==> src/rtl/input_mapper.sv <==
// Keyboard/joystick/DIP front end between hps_io and the game core: merges PS/2 keys with
// HPS joystick words per player, adds per-button autofire and coin stretching, captures DIPs.
module input_mapper #(
    parameter int PLAYERS         = 2,
    parameter int BUTTONS         = 3,
    parameter int DIP_BANKS       = 2,
    parameter int AUTOFIRE_PERIOD = 6,
    parameter int COIN_CYCLES     = 16
) (
    input  logic                            clk,
    input  logic                            reset,
    input  logic [10:0]                     ps2_key,
    input  logic [PLAYERS*(6+BUTTONS)-1:0]  joystick,
    input  logic [BUTTONS-1:0]              autofire_en,
    input  logic [24:0]                     ioctl_addr,
    input  logic [7:0]                      ioctl_data,
    input  logic                            ioctl_wr,
    input  logic [7:0]                      ioctl_index,
    output logic [PLAYERS*4-1:0]            joy,
    output logic [PLAYERS*BUTTONS-1:0]      buttons,
    output logic [PLAYERS-1:0]              start,
    output logic [PLAYERS-1:0]              coin,
    output logic [DIP_BANKS*8-1:0]          dip,
    output logic [3:0]                      game_index
);

    localparam int W     = 6 + BUTTONS;
    localparam int AF_W  = (AUTOFIRE_PERIOD > 1) ? $clog2(AUTOFIRE_PERIOD) : 1;
    localparam int CNT_W = $clog2(COIN_CYCLES + 1);

    localparam int K_RIGHT = 0, K_LEFT = 1, K_DOWN = 2, K_UP = 3;
    localparam int K_B1 = 4, K_B2 = 5, K_B3 = 6, K_START = 7, K_COIN = 8;

    logic       toggle_q;
    logic [8:0] key_q [2];

    // NOTE: non-blocking assignments so every register samples pre-edge values regardless of order.
    always_ff @(posedge clk) begin
        toggle_q <= ps2_key[10];
        if (reset) begin
            key_q[0] <= '0;
            key_q[1] <= '0;
        end else if (ps2_key[10] != toggle_q) begin
            case (ps2_key[7:0])
                8'h75: key_q[0][K_UP]    <= ps2_key[9];
                8'h72: key_q[0][K_DOWN]  <= ps2_key[9];
                8'h6B: key_q[0][K_LEFT]  <= ps2_key[9];
                8'h74: key_q[0][K_RIGHT] <= ps2_key[9];
                8'h14: key_q[0][K_B1]    <= ps2_key[9];
                8'h11: key_q[0][K_B2]    <= ps2_key[9];
                8'h29: key_q[0][K_B3]    <= ps2_key[9];
                8'h16: key_q[0][K_START] <= ps2_key[9];
                8'h2E: key_q[0][K_COIN]  <= ps2_key[9];
                8'h2D: key_q[1][K_UP]    <= ps2_key[9];
                8'h2B: key_q[1][K_DOWN]  <= ps2_key[9];
                8'h23: key_q[1][K_LEFT]  <= ps2_key[9];
                8'h34: key_q[1][K_RIGHT] <= ps2_key[9];
                8'h1C: key_q[1][K_B1]    <= ps2_key[9];
                8'h1B: key_q[1][K_B2]    <= ps2_key[9];
                8'h15: key_q[1][K_B3]    <= ps2_key[9];
                8'h1E: key_q[1][K_START] <= ps2_key[9];
                8'h36: key_q[1][K_COIN]  <= ps2_key[9];
                default: ;
            endcase
        end
    end

    logic [PLAYERS*4-1:0]       joy_raw;
    logic [PLAYERS*BUTTONS-1:0] btn_raw;
    logic [PLAYERS-1:0]         start_raw;
    logic [PLAYERS-1:0]         coin_raw;

    for (genvar p = 0; p < PLAYERS; p++) begin : g_player
        logic [8:0]   kb;
        logic [W-1:0] js;
        assign js = joystick[p*W +: W];
        if (p < 2) begin : g_kb
            assign kb = key_q[p];
        end else begin : g_no_kb
            assign kb = '0;
        end
        assign joy_raw[p*4 +: 4] = {js[3] | kb[K_UP], js[2] | kb[K_DOWN],
                                    js[0] | kb[K_RIGHT], js[1] | kb[K_LEFT]};
        for (genvar b = 0; b < BUTTONS; b++) begin : g_btn
            if (b < 3) begin : g_kb_btn
                assign btn_raw[p*BUTTONS + b] = js[4+b] | kb[K_B1+b];
            end else begin : g_js_btn
                assign btn_raw[p*BUTTONS + b] = js[4+b];
            end
        end
        assign start_raw[p] = js[4+BUTTONS] | kb[K_START];
        assign coin_raw[p]  = js[5+BUTTONS] | kb[K_COIN];
    end

    logic [AF_W-1:0] af_cnt;
    logic            af_phase;

    always_ff @(posedge clk) begin
        if (reset) begin
            af_cnt   <= '0;
            af_phase <= 1'b1;
        end else if (af_cnt == AF_W'(AUTOFIRE_PERIOD - 1)) begin
            af_cnt   <= '0;
            af_phase <= ~af_phase;
        end else begin
            af_cnt <= af_cnt + 1'b1;
        end
    end

    logic [CNT_W-1:0]   coin_cnt [PLAYERS];
    logic [PLAYERS-1:0] coin_prev;

    always_ff @(posedge clk) begin
        if (reset) begin
            joy       <= '0;
            buttons   <= '0;
            start     <= '0;
            coin      <= '0;
            coin_prev <= '0;
            for (int p = 0; p < PLAYERS; p++) coin_cnt[p] <= '0;
        end else begin
            joy       <= joy_raw;
            start     <= start_raw;
            coin_prev <= coin_raw;
            for (int p = 0; p < PLAYERS; p++) begin
                for (int b = 0; b < BUTTONS; b++)
                    buttons[p*BUTTONS + b] <= btn_raw[p*BUTTONS + b] & (~autofire_en[b] | af_phase);
                // A fresh rising edge always restarts the stretch window, even mid-count.
                if (coin_raw[p] && !coin_prev[p])
                    coin_cnt[p] <= CNT_W'(COIN_CYCLES);
                else if (coin_cnt[p] != '0)
                    coin_cnt[p] <= coin_cnt[p] - 1'b1;
                coin[p] <= coin_raw[p] | (coin_cnt[p] != '0);
            end
        end
    end

    // NOTE: configuration state is deliberately outside reset; it only takes its power-up value.
    logic [7:0] dip_q [DIP_BANKS] = '{default: '0};
    logic [3:0] game_index_q      = '0;

    always_ff @(posedge clk) begin
        if (ioctl_wr && ioctl_index == 8'd254) begin
            for (int i = 0; i < DIP_BANKS; i++)
                if (ioctl_addr == 25'(i)) dip_q[i] <= ioctl_data;
        end
        if (ioctl_wr && ioctl_index == 8'd1)
            game_index_q <= ioctl_data[3:0];
    end

    for (genvar i = 0; i < DIP_BANKS; i++) begin : g_dip
        assign dip[i*8 +: 8] = dip_q[i];
    end
    assign game_index = game_index_q;

endmodule

==> config.mk <==
export PLATFORM = sky130hd
export DESIGN_NAME = input_mapper
export DESIGN_NICKNAME = d
export VERILOG_FILES = /design/src/rtl/input_mapper.sv
export SDC_FILE = /design/constraint.sdc
export NUM_CORES = 1
export LEC_CHECK = 0
export CELL_PAD_IN_SITES_DETAIL_PLACEMENT = 1
export CELL_PAD_IN_SITES_GLOBAL_PLACEMENT = 1
export CORE_ASPECT_RATIO = 1.1
export CORE_MARGIN = 4
export CORE_UTILIZATION = 31
export CTS_CLUSTER_SIZE = 28
export DETAILED_ROUTE_END_ITERATION = 16
export PLACE_DENSITY = 0.73
export SLEW_MARGIN = 20
export SYNTH_ARGS = -nofsm -noshare
export SYNTH_HDL_FRONTEND = slang
export SYNTH_SLANG_ARGS = --single-unit
==> constraint.sdc <==
create_clock -name clk -period 1.7 [get_ports clk]
set_input_delay 0.34 -clock clk [delete_from_list [all_inputs] [get_ports clk]]
set_output_delay 0.34 -clock clk [all_outputs]
set_load 0.02 [all_outputs]
==> qor.yml, run 1 <==
die_h_um: 114
crit_family: "simple AND/OR/NAND/NOR gates"
ys_seq_elements: 73
fin_skew_ns: 0.00558
viasPerCell: 4.87
root_buffer: "clkbuf_8"
holdPathStages: 1
slew_headroom_pct: 73.1
grt_util_met3_pct: 2.99
start_kind: "register"
path_buf_inv: 2
finalSetupTns_ns: 0
grt-ovfl-total: 0
cp_max_fo: 7
synth_cells: 277
grt_pass1_vias: 3088
routedWlPerCell_um: 17.9
yosysTopAreaCellShare_pct: 45.2
cts_made_buffers: 9
finalWorstPathRequiredPeriod_ns: 1.66
synthTopCellsByArea: "edfxtp_1 45%, dfxtp_1 16%, nor2_1 5.8%, nand2_1 2.9%, ha_1 2.4%"
ioPinCount: 114
grt_pass1_wl_um: 16000
cp_common_cell: "nand2_1"
synth.avg_cell_area_um2: 11.5
netlist_area_um2: 3190
final-hold-violation-count: 0
critPathCaptureType: "register"
setup_violations: 0
cts_tree: "done"
gp_congestion: 0.884
ys_types: 54
dr.pass1.iters: 4
async_flop_share_pct: 0
port_buffers: 112
core-area_um2: 9940
drt-total-wl_um: 10200
p_leak_uw: 0.00218
min_period_over_period_pct: 97.9
critPathRequiredTime_ns: 1.76
use_met1_pct: 17.1
dieArea_um2: 12000
tightestPinTransition_ns: 0.399
synth_edf_count: 48
crit_chain: "xnor2_4, buf_6, buf_4, nor2_1, nand2_1, nand2_1"
path_class: "reg -> reg"
use_met2_pct: 34.4
drive_gt1_share_pct: 25.7
ys_warn_count: 0
num_vias: 2760
drt-initial-drc-count: 77
syn_to_final_growth_pct: 63.9
fillers: 1075
start_util_pct: 32.1
antenna_cells: 0
maxCapViolations: 0
drc: 0
num_rows: 38
yosysMostFrequentCell: "nor2_1"
dp_hpwl_um: 7830
antenna_found_initial: 0
yosysTopAreaCell: "edfxtp_1"
slew_viol_final: 0
layout.nets: 524
ant_nets: 0
p_total_uw: 4770
cts_num_sinks: 73
run_status: "complete, no violations"
timing.hold.ws_ns: 0.365
yosysSeqAreaShare_pct: 60.9
synth_fp_nets: 359
cp_num_cells: 6
clk_latency_ns: 0.33
cp_slowest_stage_delay_ns: 0.35
grt_max_degree: 21
synth_ff_type: "edfxtp_1"
clk_pin_slew_ns: 0.08
cts_buffer_depth: 2
synth_common_cells: "49 x nor2_1, 48 x edfxtp_1, 25 x dfxtp_1, 25 x nand2_1, 10 x nor4_1"
hold_path.class: "in -> reg"
die_w_um: 105
cts_max_level: 3
track_usage_pct: 17.1
top_usage_layer: "met2"
cp_slowest_cell: "dfxtp_2"
max_freq_mhz: 601
power_density_nw_per_um2: 912
rsz0062_at_grt: "yes"
reg2regPathDepth: 6
crit_arrival_ns: 1.72
vdd_drop_max_v: 0.000451
[kinds of logic (layout without fill, tap and decap cells)]
family / Yosys count / count (layout) / share of synthesized area (%)
simple gates: 138 / 138 / 22.8
flops: 73 / 73 / 60.9
compound gates: 31 / 31 / 7.49
buf+inv: 20 / 190 / 3.73
xor+xnor: 8 / 8 / 2.43
fa+ha+maj: 6 / 6 / 2.35
mux: 1 / 1 / 0.314
[layout make-up]
| type | count | area [um^2] | share of cell area [%] |
|---|---|---|---|
| Clock buffer | 12 | 199 | 3.81 |
| Timing Repair Buffer | 165 | 1560 | 29.9 |
| Clock inverter | 4 | 18.8 | 0.359 |
| Sequential cell | 73 | 1940 | 37.2 |
| Tap cell | 120 | 150 | 2.87 |
| Multi-Input combinational cell | 184 | 1320 | 25.3 |
| Inverter | 9 | 33.8 | 0.646 |
[layout by cell type, fill, tap and decap left out, drive strengths merged, types with 5 or more instances in the layout]
| cell | Yosys | layout |
|---|---|---|
| nand3 | 7 | 7 |
| dlymetal6s2s | 0 | 20 |
| inv | 9 | 9 |
| ha | 6 | 6 |
| o21ai | 5 | 5 |
| a21oi | 6 | 6 |
| clkdlybuf4s50 | 0 | 72 |
| clkbuf | 8 | 17 |
| nor3 | 6 | 6 |
| edfxtp | 48 | 48 |
| buf | 3 | 54 |
| nand2 | 25 | 25 |
| o21a | 7 | 7 |
| dlygate4sd2 | 0 | 11 |
| dfxtp | 25 | 25 |
| nor4 | 11 | 11 |
| nor2 | 51 | 51 |
| xnor2 | 7 | 7 |
[layer usage]
| metal | wire (um) | part of all wire (%) | vias to the layer above |
|---|---|---|---|
| met3 | 408 | 4.0 | 23 |
| met1 | 3710 | 36 | 1325 |
| li1 | - | - | 1326 |
| met5 | 0 | 0 | - |
| met4 | 333 | 3.3 | 0 |
| met2 | 5720 | 56 | 86 |
[worst paths after layout]
path	startpoint	endpoint	slack (ns)
worst max-delay path	toggle_q	key_q[1][0]	0.04
worst min-delay path	ps2_key[10]	toggle_q	0.37
worst max register to register	toggle_q	key_q[1][0]	0.04
worst min register to register	key_q[0][4]	buttons[0]	0.46
[power by group]
part / total [uW] / switching (uW) / internal, uW
registers: 2180 / 107 / 2070
logic: 1190 / 550 / 641
clock network: 1400 / 614 / 785
total: 4770 / 1270 / 3500
[timing repair]
| action | 4_1_cts | 5_1_grt |
|---|---|---|
| endpoints found under the setup margin | 62 | 55 |
| buffers inserted | 3 | 1 |
| gates cloned | 1 | 0 |
| pin swaps | 18 | 20 |
| hold buffers | 0 | 0 |
| resized for setup | 45 | 54 |
[stage by stage]
step | util (%) | instance area, um^2 | setup slack (ns) | std cells
5_1_grt | 52.6 | 5230 | -0.0204 | 567
3_5_place_dp | 47.8 | 4750 | -0.639 | 546
3_3_place_gp | 47.8 | 4750 | -0.584 | 546
6_report | 52.6 | 5230 | 0.0354 | 567
2_1_floorplan | - | 3200 | 0.00221 | 277
4_1_cts | 51.3 | 5100 | 0.00377 | 566
[state kept, by name, summed over array words and instances, names as in the netlist]
signal and cells:
coin_prev 2, af_phase 1, af_cnt 3, buttons 6, joy 8, game_index 4, dip_q 16, start 2
coin_cnt 10, key_q 18, toggle_q 1, coin 2
Note: power is estimated with default switching activity, not from simulation.
==> inputs of run 2 (changes only) <==
--- a/config.mk
+++ b/config.mk
@@ -8,7 +8,7 @@
 export CELL_PAD_IN_SITES_DETAIL_PLACEMENT = 1
 export CELL_PAD_IN_SITES_GLOBAL_PLACEMENT = 1
 export CORE_ASPECT_RATIO = 1.1
-export CORE_MARGIN = 4
+export CORE_MARGIN = 5
 export CORE_UTILIZATION = 31
 export CTS_CLUSTER_SIZE = 28
 export DETAILED_ROUTE_END_ITERATION = 16
==> constraint.sdc (replaced) <==
create_clock -name clk -period 1.7 [get_ports clk]
set_input_delay 0.34 -clock clk [delete_from_list [all_inputs] [get_ports clk]]
set_output_delay 0.34 -clock clk [all_outputs]
set_load 0.05 [all_outputs]
==> run 2 against run 1 <==
Routed wire length is 6.5% lower. Clock skew is 0.0037 ns higher. Setup slack worse by 0.0011 ns. Non-clock buffer count down 4. Cell count decreased by 0.53%. Global-route usage decreased by 1.7 points. Via count shrank 2.0%. Sequential share of layout area grew 1.3 points. Critical path type is now in -> reg. Critical endpoint is now key_q[1][3].
==> qor.yml, run 2 (synthesized netlist as in run 1, its figures left out) <==
p_total_uw: 4730
critPathRequiredTime_ns: 1.91
finalWorstPathRequiredPeriod_ns: 1.67
ff2ff_setup_slack_ns: 0.04
wl_met3_um: 373
clk_pin_slew_ns: 0.08
path_class: "in -> reg"
vdd_drop_max_v: 0.000455
cts_buffer_depth: 2
routedWlPerCell_um: 16.9
die_w_um: 107
maxCapViolations: 0
cts_made_buffers: 9
placed_cells: 545
critPathCaptureType: "register"
final-hold-violation-count: 0
gp_congestion: 0.860
min_period_over_period_pct: 98.0
rr_endpoint: "key_q[1][3]"
timing.hold.ws_ns: 0.347
power_density_nw_per_um2: 937
core-area_um2: 9980
dr.max_layer_used: "met4"
clk_latency_ns: 0.34
slew_headroom_pct: 75.2
dr.pass1.iters: 4
fin_skew_ns: 0.00931
finalInstanceArea_um2: 5040
layout_common_cells: "81 x buf_4, 48 x nor2_1, 48 x edfxtp_1"
min_to: "toggle_q"
start_util_pct: 31.9
drt-initial-drc-count: 65
reg2regPathDepth: 6
cts_num_sinks: 73
holdCritStartpoint: "ps2_key[10]"
dp_hpwl_um: 7640
drt-total-wl_um: 9510
reg_top3: "key_q (18), dip_q (16), coin_cnt (10)"
wl_met1_um: 3560
setup_violations: 0
num_vias: 2705
layout.nets: 520
max_freq_mhz: 600
cp_max_fo: 5
tightestPinTransition_ns: 0.372
rsz0062_at_grt: "yes"
antenna_found_initial: 1
holdPathStages: 1
cts_max_level: 3
run_status: "complete, no violations"
largest_register_ffs: 18
port_buffers: 112
postCtsHoldBufs: 0
p_leak_uw: 0.00216
r2r_start: "toggle_q"
ant_nets: 0
mostFrequentLayoutCell: "buf_4"
grt_pass1_wl_um: 14900
regMostFlops: "key_q"
drive_gt1_share_pct: 30.5
grt-ovfl-total: 0
placed_area_um2: 4650
track_usage_pct: 15.4
ioPinCount: 114
cts_tree: "done"
root_buffer: "clkbuf_8"
dieArea_um2: 12400
grt_max_degree: 21
die_h_um: 116
finalSetupTns_ns: 0
num_rows: 38
crit_arrival_ns: 1.87
hold_path.class: "in -> reg"
dr_wl_met2_um: 5300
slew_viol_final: 0
syn_to_final_growth_pct: 58.2
drc: 0
final_cells: 564
grt_pass1_vias: 3002
viasPerCell: 4.80
start_kind: "primary input"
## run 2: how the worst max path moves through the flow
stage                               from           to  slack, ns  depth (start not counted)
after global routing            toggle_q  key_q[1][3]      -0.04                          6
final                         ps2_key[1]  key_q[1][3]       0.03                          6
after CTS                 ioctl_addr[19]  dip_q[0][0]     0.0003                          5
after detailed placement      ps2_key[6]  key_q[0][0]      -0.61                          6
after global placement        ps2_key[5]  key_q[0][0]      -0.54                          6
after floorplan               ps2_key[6]  key_q[0][0]      0.002                          5
## run 2: per-layer routing
| metal | global-route usage [%] | up-vias |
|---|---|---|
| li1 | - | 1331 |
| met1 | 16.0 | 1287 |
| met2 | 29.8 | 68 |
| met3 | 2.93 | 19 |
| met4 | 7.33 | 0 |
| met5 | 0 | - |
## run 2: area by class of cell
cell class / count / area [um^2]
fill: 1095 / 4940
sequential: 73 / 1940
timing repair buffer: 161 / 1460
multi-input combinational: 184 / 1240
clock buffer: 11 / 174
tap: 120 / 150
clock inverter: 5 / 42.5
inverter: 9 / 33.8
antenna: 1 / 2.50
## run 2: critical path, stage by stage
cell           delay [ns]
dlygate4sd2_1        0.27
or4b_4               0.56
a2111oi_4            0.31
o21ai_1              0.11
o211ai_2             0.12
buf_6                0.16
## run 2: report_power, final
part           switching, uW  internal (uW)
registers               87.2           2070
clock network            672            720
logic                    581            594
## run 2: through the flow
stage          utilization, %  setup WS [ns]
2_1_floorplan               -        0.00221
5_1_grt                  50.5        -0.0448
3_3_place_gp             46.6         -0.544
6_report                 50.5         0.0342
3_5_place_dp             46.6         -0.615
4_1_cts                  49.6       0.000345
## run 2: timing repair
action	4_1_cts	5_1_grt
resized for setup	35	27
cloned	1	0
pin swaps	13	11
buffers inserted	1	0
endpoints found under the setup margin	52	36
==> inputs of run 3 (changes only) <==
--- a/config.mk
+++ b/config.mk
@@ -12,6 +12,8 @@
 export CORE_UTILIZATION = 31
 export CTS_CLUSTER_SIZE = 28
 export DETAILED_ROUTE_END_ITERATION = 16
+export GPL_TIMING_DRIVEN = 1
+export MAX_ROUTING_LAYER = met4
 export PLACE_DENSITY = 0.73
 export SLEW_MARGIN = 20
 export SYNTH_ARGS = -nofsm -noshare
==> run 3 against run 2 <==
Sequential share of layout area unchanged. Clock skew barely moved. Cell area stayed put. Sequential power about the same. Global-route usage increased by 0.47 points. Critical path depth did not move. Maximum frequency is essentially flat. Clock power hardly changed. Combinational power about the same. Critical endpoint unchanged.
==> qor.yml, run 3 (synthesized netlist as in run 1, its figures left out) <==
num_vias: 2696
final_cells: 564
regMostFlops: "key_q"
swShare_pct: 28.4
tightestPinTransition_ns: 0.372
cts_max_level: 3
holdCritStartpoint: "ps2_key[10]"
largest_register_ffs: 18
drive_gt1_share_pct: 30.5
core-area_um2: 9980
drc: 0
clk_pin_slew_ns: 0.08
run_status: "complete, no violations"
grt_max_degree: 21
final-hold-violation-count: 0
use_met2_pct: 29.8
use_met1_pct: 16.0
slew_viol_final: 0
p_leak_uw: 0.00216
ioPinCount: 114
die_h_um: 116
pre_cts_ws_ns: -0.615
power_frac_comb_pct: 24.9
gp_congestion: 0.874
rsz0062_at_grt: "yes"
cts_num_sinks: 73
layout.nets: 520
grt-ovfl-total: 0
start_util_pct: 31.9
postCtsHoldBufs: 0
clk_latency_ns: 0.35
hold_path.class: "in -> reg"
die_w_um: 107
reg2regPathDepth: 6
track_usage_pct: 15.9
power_density_nw_per_um2: 937
mostFrequentLayoutCell: "buf_4"
drt-total-wl_um: 9490
cts_tree: "done"
cts_buffer_depth: 2
max_freq_mhz: 601
holdPathStages: 1
maxCapViolations: 0
cp_max_fo: 5
num_rows: 38
placed_cells: 545
clkPwrFrac_pct: 29.5
layout_common_cells: "81 x buf_4, 48 x nor2_1, 48 x edfxtp_1"
top_usage_layer: "met2"
r2r_start: "toggle_q"
reg_top3: "key_q (18), dip_q (16), coin_cnt (10)"
final.setup.worst_slack_ns: 0.0356
power_switching_uw: 1340
setup_violations: 0
syn_to_final_growth_pct: 58.2
slew_headroom_pct: 75.2
root_buffer: "clkbuf_8"
vdd_drop_max_v: 0.000455
viasPerCell: 4.78
min_period_over_period_pct: 97.9
critPathCaptureType: "register"
drt-initial-drc-count: 78
crit_arrival_ns: 1.87
ant_nets: 0
fillers: 1095
cp_slowest_cell: "or4b_4"
dieArea_um2: 12400
routedWlPerCell_um: 16.8
path_class: "in -> reg"
critPathRequiredTime_ns: 1.91
grt_pass1_wl_um: 14900
p_int_uw: 3390
crit_chain: "dlygate4sd2_1, or4b_4, a2111oi_4, o21ai_1, o211ai_2, buf_6"
dp_hpwl_um: 7640
grt_util_met3_pct: 2.93
grt_pass1_vias: 2999
dr.pass1.iters: 4
fin_skew_ns: 0.00912
cp_slowest_stage_delay_ns: 0.56
critPathLaunch: "ps2_key[1]"
start_kind: "primary input"
cts_made_buffers: 9
finalWorstPathRequiredPeriod_ns: 1.66
p_seq_share_pct: 45.7
antenna_found_initial: 1
port_buffers: 112
-- run 3: final timing paths --
path	slack, ns	end
min reg2reg	0.46	buttons[5]
max	0.04	key_q[1][3]
min	0.35	toggle_q
max reg2reg	0.04	key_q[1][3]
-- run 3: final cells by class --
type	count	area (um^2)	share of cell area [%]
Antenna cell	1	2.50	0.0496
Sequential cell	73	1940	38.5
Timing Repair Buffer	161	1460	28.9
Tap cell	120	150	2.98
Multi-Input combinational cell	184	1240	24.6
Clock inverter	5	42.5	0.843
Clock buffer	11	174	3.45
Inverter	9	33.8	0.670
-- run 3: what timing repair did --
| item | in CTS | in global routing |
|---|---|---|
| gates resized for setup | 35 | 27 |
| gates cloned | 1 | 0 |
| endpoints found under the setup margin | 52 | 36 |
| buffers inserted | 1 | 0 |
| pin swaps | 13 | 11 |
-- run 3: critical path, delay by kind of cell --
kind,cells,cell delay [ns]
simple gates,1,0.56
compound gates,3,0.54
buf+inv,2,0.43
-- run 3: through the flow --
stage	hold WS, ns	TNS [ns]	power [uW]	util, %	instance area (um^2)
6_report	0.346	0	4730	50.5	5040
5_1_grt	0.334	-0.350	4990	50.5	5040
4_1_cts	0.338	0	4780	49.6	4960
3_5_place_dp	0.448	-30.55	3360	46.6	4650
3_3_place_gp	0.445	-26.82	3310	46.6	4650
2_1_floorplan	0.368	0	2820	-	3200
-- run 3: power groups by stage --
| stage | registers [uW] | logic (uW) | clock network (uW) |
|---|---|---|---|
| after floorplan | 2300 | 523 | 0 |
| after global placement | 2190 | 1130 | 0 |
| after detailed placement | 2200 | 1160 | 0 |
| after CTS | 2160 | 1180 | 1440 |
| after global routing | 2180 | 1290 | 1510 |
| final | 2160 | 1170 | 1390 |
-- run 3: layer usage --
metal | part of all wire [%] | vias to the layer above | wire length (um)
li1 | - | 1331 | -
met1 | 38 | 1279 | 3570
met2 | 56 | 67 | 5270
met3 | 4.0 | 19 | 376
met4 | 2.9 | 0 | 271
met5 | 0 | - | 0
